**src/rtl/wb4_dec_pkg.sv**
```systemverilog
// Shared types and width helpers for the wb4_dec pipelined Wishbone B4 address decoder.
package wb4_dec_pkg;

    typedef enum logic {
        DEC_IDLE,
        DEC_BUSY
    } dec_state_e;

    // Word-address width derived from the data width (byte lanes folded out).
    function automatic int addr_bits(input int arch);
        return arch - $clog2(arch / 8);
    endfunction

    // Width of a target index that also encodes the unmapped target (== slave count).
    function automatic int tgt_bits(input int slaves);
        return (slaves < 1) ? 1 : $clog2(slaves + 1);
    endfunction

endpackage

```
**src/rtl/wb4_dec_pend.sv**
```systemverilog
// Saturating outstanding-request counter for wb4_dec with empty/full flags.
module wb4_dec_pend #(
    parameter int PENDMAX = 4
) (
    input  logic clk,
    input  logic rst,
    input  logic clr,
    input  logic inc,
    input  logic dec,
    output logic empty,
    output logic full
);

    localparam int CW = $clog2(PENDMAX + 1);

    logic [CW-1:0] cnt;

    assign empty = (cnt == '0);
    assign full  = (cnt == CW'(PENDMAX));

    always_ff @(posedge clk) begin
        if (rst || clr) begin
            cnt <= '0;
        end else if (inc && !dec && !full) begin
            cnt <= cnt + 1'b1;
        end else if (dec && !inc && !empty) begin
            cnt <= cnt - 1'b1;
        end
    end

endmodule

```
**src/rtl/wb4_dec.sv**
```systemverilog
// Wishbone B4 pipelined address decoder: one master to SLAVECOUNT slaves, in-order responses.
// Optional macro WB4DEC_ERR_EN adds m_wb_err_o, used instead of ack for unmapped accesses.
module wb4_dec
    import wb4_dec_pkg::*;
#(
    parameter int ARCHBITSZ  = 16,
    parameter int SLAVECOUNT = 2,
    parameter int PENDMAX    = 4,
    parameter logic [SLAVECOUNT*addr_bits(ARCHBITSZ)-1:0] SLAVEBASE = '0,
    parameter logic [SLAVECOUNT*addr_bits(ARCHBITSZ)-1:0] SLAVEMASK = '0,
    localparam int ADDRBITSZ = addr_bits(ARCHBITSZ),
    localparam int SELBITSZ  = ARCHBITSZ / 8
) (
    input  logic                            clk_i,
    input  logic                            rst_i,
    input  logic                            m_wb_cyc_i,
    input  logic                            m_wb_stb_i,
    input  logic                            m_wb_we_i,
    input  logic [ADDRBITSZ-1:0]            m_wb_addr_i,
    input  logic [SELBITSZ-1:0]             m_wb_sel_i,
    input  logic [ARCHBITSZ-1:0]            m_wb_dat_i,
    output logic                            m_wb_bsy_o,
    output logic                            m_wb_ack_o,
    output logic [ARCHBITSZ-1:0]            m_wb_dat_o,
`ifdef WB4DEC_ERR_EN
    output logic                            m_wb_err_o,
`endif
    output logic [SLAVECOUNT-1:0]           s_wb_cyc_o,
    output logic [SLAVECOUNT-1:0]           s_wb_stb_o,
    output logic                            s_wb_we_o,
    output logic [ADDRBITSZ-1:0]            s_wb_addr_o,
    output logic [SELBITSZ-1:0]             s_wb_sel_o,
    output logic [ARCHBITSZ-1:0]            s_wb_dat_o,
    input  logic [SLAVECOUNT-1:0]           s_wb_bsy_i,
    input  logic [SLAVECOUNT-1:0]           s_wb_ack_i,
    input  logic [SLAVECOUNT*ARCHBITSZ-1:0] s_wb_dat_i
);

    localparam int TW = tgt_bits(SLAVECOUNT);
    localparam logic [TW-1:0] UNMAPPED = TW'(SLAVECOUNT);

    logic [TW-1:0]        dec_tgt;
    logic [TW-1:0]        tgt_q;
    logic                 uack_q;
    logic                 pend_empty;
    logic                 pend_full;
    logic                 busy;
    logic                 acc;
    logic                 hit_any;
    logic                 sel_bsy;
    logic                 tgt_ack;
    logic [ARCHBITSZ-1:0] tgt_dat;
    logic                 slave_rsp;
    logic                 unmap_rsp;
    logic                 rsp;
    dec_state_e           state;

    // Lowest matching slave wins; no match selects the internal unmapped target.
    always_comb begin
        dec_tgt = UNMAPPED;
        hit_any = 1'b0;
        for (int unsigned i = 0; i < SLAVECOUNT; i++) begin
            if (!hit_any &&
                ((m_wb_addr_i & SLAVEMASK[i*ADDRBITSZ +: ADDRBITSZ]) ==
                 SLAVEBASE[i*ADDRBITSZ +: ADDRBITSZ])) begin
                dec_tgt = TW'(i);
                hit_any = 1'b1;
            end
        end
    end

    always_comb begin
        sel_bsy = 1'b0;
        tgt_ack = 1'b0;
        tgt_dat = '0;
        for (int unsigned i = 0; i < SLAVECOUNT; i++) begin
            if (dec_tgt == TW'(i)) begin
                sel_bsy = s_wb_bsy_i[i];
            end
            if (tgt_q == TW'(i)) begin
                tgt_ack = s_wb_ack_i[i];
                tgt_dat = s_wb_dat_i[i*ARCHBITSZ +: ARCHBITSZ];
            end
        end
    end

    assign state = pend_empty ? DEC_IDLE : DEC_BUSY;
    assign busy  = (state == DEC_BUSY);

    // A change of target must wait for every outstanding response to drain.
    assign m_wb_bsy_o = pend_full || (busy && (dec_tgt != tgt_q)) || sel_bsy;
    assign acc        = m_wb_cyc_i && m_wb_stb_i && !m_wb_bsy_o;

    always_comb begin
        s_wb_stb_o = '0;
        s_wb_cyc_o = '0;
        for (int unsigned i = 0; i < SLAVECOUNT; i++) begin
            s_wb_stb_o[i] = m_wb_cyc_i && m_wb_stb_i && (dec_tgt == TW'(i)) &&
                            !pend_full && (!busy || (tgt_q == TW'(i)));
            s_wb_cyc_o[i] = m_wb_cyc_i && (s_wb_stb_o[i] || (busy && (tgt_q == TW'(i))));
        end
    end

    assign s_wb_we_o   = m_wb_we_i;
    assign s_wb_addr_o = m_wb_addr_i;
    assign s_wb_sel_o  = m_wb_sel_i;
    assign s_wb_dat_o  = m_wb_dat_i;

    assign slave_rsp = m_wb_cyc_i && busy && (tgt_q != UNMAPPED) && tgt_ack;
    assign unmap_rsp = m_wb_cyc_i && busy && (tgt_q == UNMAPPED) && uack_q;
    assign rsp       = slave_rsp || unmap_rsp;

`ifdef WB4DEC_ERR_EN
    assign m_wb_ack_o = slave_rsp;
    assign m_wb_err_o = unmap_rsp;
`else
    assign m_wb_ack_o = rsp;
`endif
    assign m_wb_dat_o = slave_rsp ? tgt_dat : '0;

    // uack_q is a one-cycle echo of an accepted unmapped request; dropping cyc clears it via acc.
    always_ff @(posedge clk_i) begin
        if (rst_i) begin
            tgt_q  <= '0;
            uack_q <= 1'b0;
        end else begin
            if (acc) begin
                tgt_q <= dec_tgt;
            end
            uack_q <= acc && (dec_tgt == UNMAPPED);
        end
    end

    wb4_dec_pend #(
        .PENDMAX(PENDMAX)
    ) u_pend (
        .clk  (clk_i),
        .rst  (rst_i),
        .clr  (!m_wb_cyc_i),
        .inc  (acc),
        .dec  (rsp),
        .empty(pend_empty),
        .full (pend_full)
    );

endmodule

```
**config.mk**
```make
export PLATFORM = sky130hd
export DESIGN_NAME = wb4_dec
export DESIGN_NICKNAME = d
export VERILOG_FILES = /design/src/rtl/wb4_dec_pkg.sv /design/src/rtl/wb4_dec_pend.sv /design/src/rtl/wb4_dec.sv
export SDC_FILE = /design/constraint.sdc
export NUM_CORES = 1
export LEC_CHECK = 0
export CAP_MARGIN = 20
export CORE_ASPECT_RATIO = 1.4
export CORE_MARGIN = 2
export CORE_UTILIZATION = 18
export DETAILED_ROUTE_END_ITERATION = 10
export PLACE_DENSITY = 0.77
export SETUP_SLACK_MARGIN = 0.5
export SYNTH_ARGS = -nofsm -noshare
export SYNTH_HDL_FRONTEND = slang
export SYNTH_HIERARCHICAL = 1
export SYNTH_SLANG_ARGS = --single-unit
export TNS_END_PERCENT = 10
```
**constraint.sdc**
```tcl
create_clock -name clk_i -period 2.55 [get_ports clk_i]
set_input_delay 0.3825 -clock clk_i [delete_from_list [all_inputs] [get_ports clk_i]]
set_output_delay 0.3825 -clock clk_i [all_outputs]
set_load 0.05 [all_outputs]
```
==> flow_summary.json <==
{
  "ys_seq_elements": 3,
  "crit_family": "simple AND/OR/NAND/NOR gates",
  "top_register": "u_pend/cnt",
  "holdBufCountCts": 0,
  "seq_area_um2": 65.06,
  "wl_per_cell_um": 10.75,
  "die_area_um2": 4311,
  "cts_sinks": 3,
  "viasPerCell": 4.085,
  "end_kind": "flop",
  "fin_skew_ns": 0.0004975,
  "min_path_type": "reg -> reg",
  "crit_required_ns": 2.66,
  "p_sw_uw": 63.79,
  "switching_share_pct": 24.86,
  "largest_reg_flops": 3,
  "final_design_area_no_fill_um2": 1144,
  "top_regs": "u_pend/cnt x3",
  "netlist_area_um2": 683.2,
  "synthFlopType": "dfxtp_1",
  "pre_cts_ws_ns": 0.1836,
  "clkLatencyLatePin_ns": 0.22,
  "worst_slack_ns": 0.4497,
  "peakVddDrop_mv": 0.1908,
  "postSynthAreaPerCell_um2": 7.763,
  "area_growth_pct": 67.40,
  "finalPower_uw": 256.6,
  "clockRootBuffer": "clkbuf_8",
  "synthArstFlopShare_pct": 0,
  "synth-edff-count": 0,
  "clockBufferDepth": 2,
  "yosys-top-cells-count": "36 x buf_4, 9 x and2_4, 7 x and2_2",
  "remaining_drc_errors": 0,
  "die_h_um": 76.89,
  "antenna_found_initial": 0,
  "dr.pass1.iters": 2,
  "synth.most_common_cell": "buf_4",
  "met3_usage_pct": 1.686,
  "cts_buffers": 3,
  "place_area_um2": 1060,
  "layout-drive-gt1-share_pct": 56.57,
  "multi_input_area_um2": 360.3,
  "rows": 26,
  "clock_power_share_pct": 54.0,
  "dieWidth_um": 56.07,
  "cts.htree.levels": 1,
  "io_buffers": 41,
  "final.period_utilization_pct": 82.37,
  "grt_start_max_net_pins": 21,
  "nFillCells": 372,
  "cp-start-kind": "flop",
  "pwr-share-comb_pct": 27.8,
  "rsz0062_at_grt": "yes",
  "io_pins": 130,
  "synth_top_cell_by_area": "buf_4",
  "core_area_um2": 3643,
  "p_leak_uw": 0.0005054,
  "cts_tree": "done",
  "cp_slowest_stage_delay_ns": 0.38,
  "diodes": 0,
  "met2_usage_pct": 11.29,
  "max_freq_mhz": 476.1,
  "dp_cells": 136,
  "grt_pass1_vias": 564,
  "path_cells": "or2_4, nor2_4, and3b_2, nor2b_4, o21ai_2, fa_2, nor3b_2, a31oi_1, o211a_1",
  "vias": 576,
  "finalSetupViolations": 0,
  "syn_inst": 88,
  "final_nets": 175,
  "path_class": "reg -> reg",
  "dp_hpwl_mm": 1.236,
  "outcome": "finished clean",
  "yosysTopAreaCellShare_pct": 39.56,
  "drtIter0Drc": 7,
  "antenna_left": 0,
  "grt_pass1_wl_mm": 2.339,
  "finalHoldViolCount": 0,
  "setup-tns-final_ns": 0,
  "cp.arrival_ns": 2.21,
  "grt_overflow": 0,
  "synthTopCellsByArea": "buf_4 40%, and2_4 12%, dfxtp_1 8.8%",
  "ys_types": 27,
  "start_util_pct": 18.75,
  "grtUsageTotal_pct": 6.760,
  "pwr-share-seq_pct": 18.2,
  "powerDensity_nw_per_um2": 224.4,
  "ys_warn_count": 6,
  "synth-seq-area-share_pct": 8.791,
  "routed_wl_mm": 1.516,
  "intPower_uw": 192.8,
  "path_clk_slew_ns": 0.03,
  "routabilityCongestion": 0.6602,
  "path_max_fanout": 4,
  "slew_violations": 0,
  "final.min_clock_period_ns": 2.100,
  "cap_violations": 0,
  "worst-path-buf-inv": 0,
  "use_met1_pct": 5.662,
  "top_usage_layer": "met2",
  "instances_no_fill": 141,
  "crit_slowest_cell": "fa_2"
}
==> power by group through the flow <==
stage / Sequential [µW] / Clock (µW) / Combinational (µW)
finish: 46.7 / 139 / 71.3
global route: 46.7 / 148 / 76.1
CTS: 47.7 / 142 / 69.4
detailed placement: 48.3 / 0 / 69.6
global placement: 48.3 / 0 / 68.8
floorplan: 48.2 / 0 / 175
==> kinds of logic after synthesis <==
family / count (synthesis) / share of synthesized area (%)
AOI/OAI and AO/OA: 7 / 7.875
xor gates and xnor gates: 3 / 3.847
adders and majority gates: 1 / 2.931
buffers and inverters: 42 / 45.24
DFF: 3 / 8.792
other: 1 / 0.5489
and+or+nand+nor: 31 / 30.77
==> through the flow <==
step,util (%),hold WS (ns)
after global placement,29.09,0.4983
after global routing,31.39,0.4967
after detailed placement,29.09,0.5102
final,31.39,0.4814
after floorplan,-,0.4768
after CTS,30.29,0.5147
==> cells in the final DEF, fill, tap and decap left out, types with 3 or more instances in the layout <==
cell type,Yosys,routed
clkbuf_8,0,3
clkdlybuf4s50_1,0,19
nor2_1,4,3
and2_4,9,9
buf_4,36,6
and2_2,7,7
buf_12,0,17
==> area by class of cell <==
cell class              instances  share of cell area, %
inverters                       3                 0.9847
flip-flops and latches          3                  5.689
multi-input cells              44                  31.51
well taps                      42                  4.595
repair buffers                 45                  53.28
clock buffers                   4                  3.939
==> layer usage <==
metal,wire length [µm],part of all wire [%]
met3,197,13
met2,772,51
met4,127,8.4
met1,419,28
met5,0,0
==> worst register-to-register path: stages (launching register included) <==
cell	delay, ns
dfxtp_2	0.33
or2_4	0.27
nor2_4	0.08
and3b_2	0.23
nor2b_4	0.13
o21ai_2	0.08
fa_2	0.38
nor3b_2	0.22
a31oi_1	0.06
o211a_1	0.20
==> worst paths after layout <==
kind | start | to | slack [ns] | cells after the start
worst max register to register | u_pend/cnt[1] | u_pend/cnt[2] | 0.45 | 9
worst min register to register | u_pend/cnt[1] | u_pend/cnt[1] | 0.48 | 2
worst min-delay path | u_pend/cnt[1] | u_pend/cnt[1] | 0.48 | 2
worst max-delay path | u_pend/cnt[1] | u_pend/cnt[2] | 0.45 | 9
==> timing repair <==
item / 4_1_cts / 5_1_grt
endpoints found under the setup margin: 18 / 20
buffers inserted: 0 / 1
pin swaps: 0 / 3
resized for setup: 1 / 14
Power figures use the tool's default switching activity.
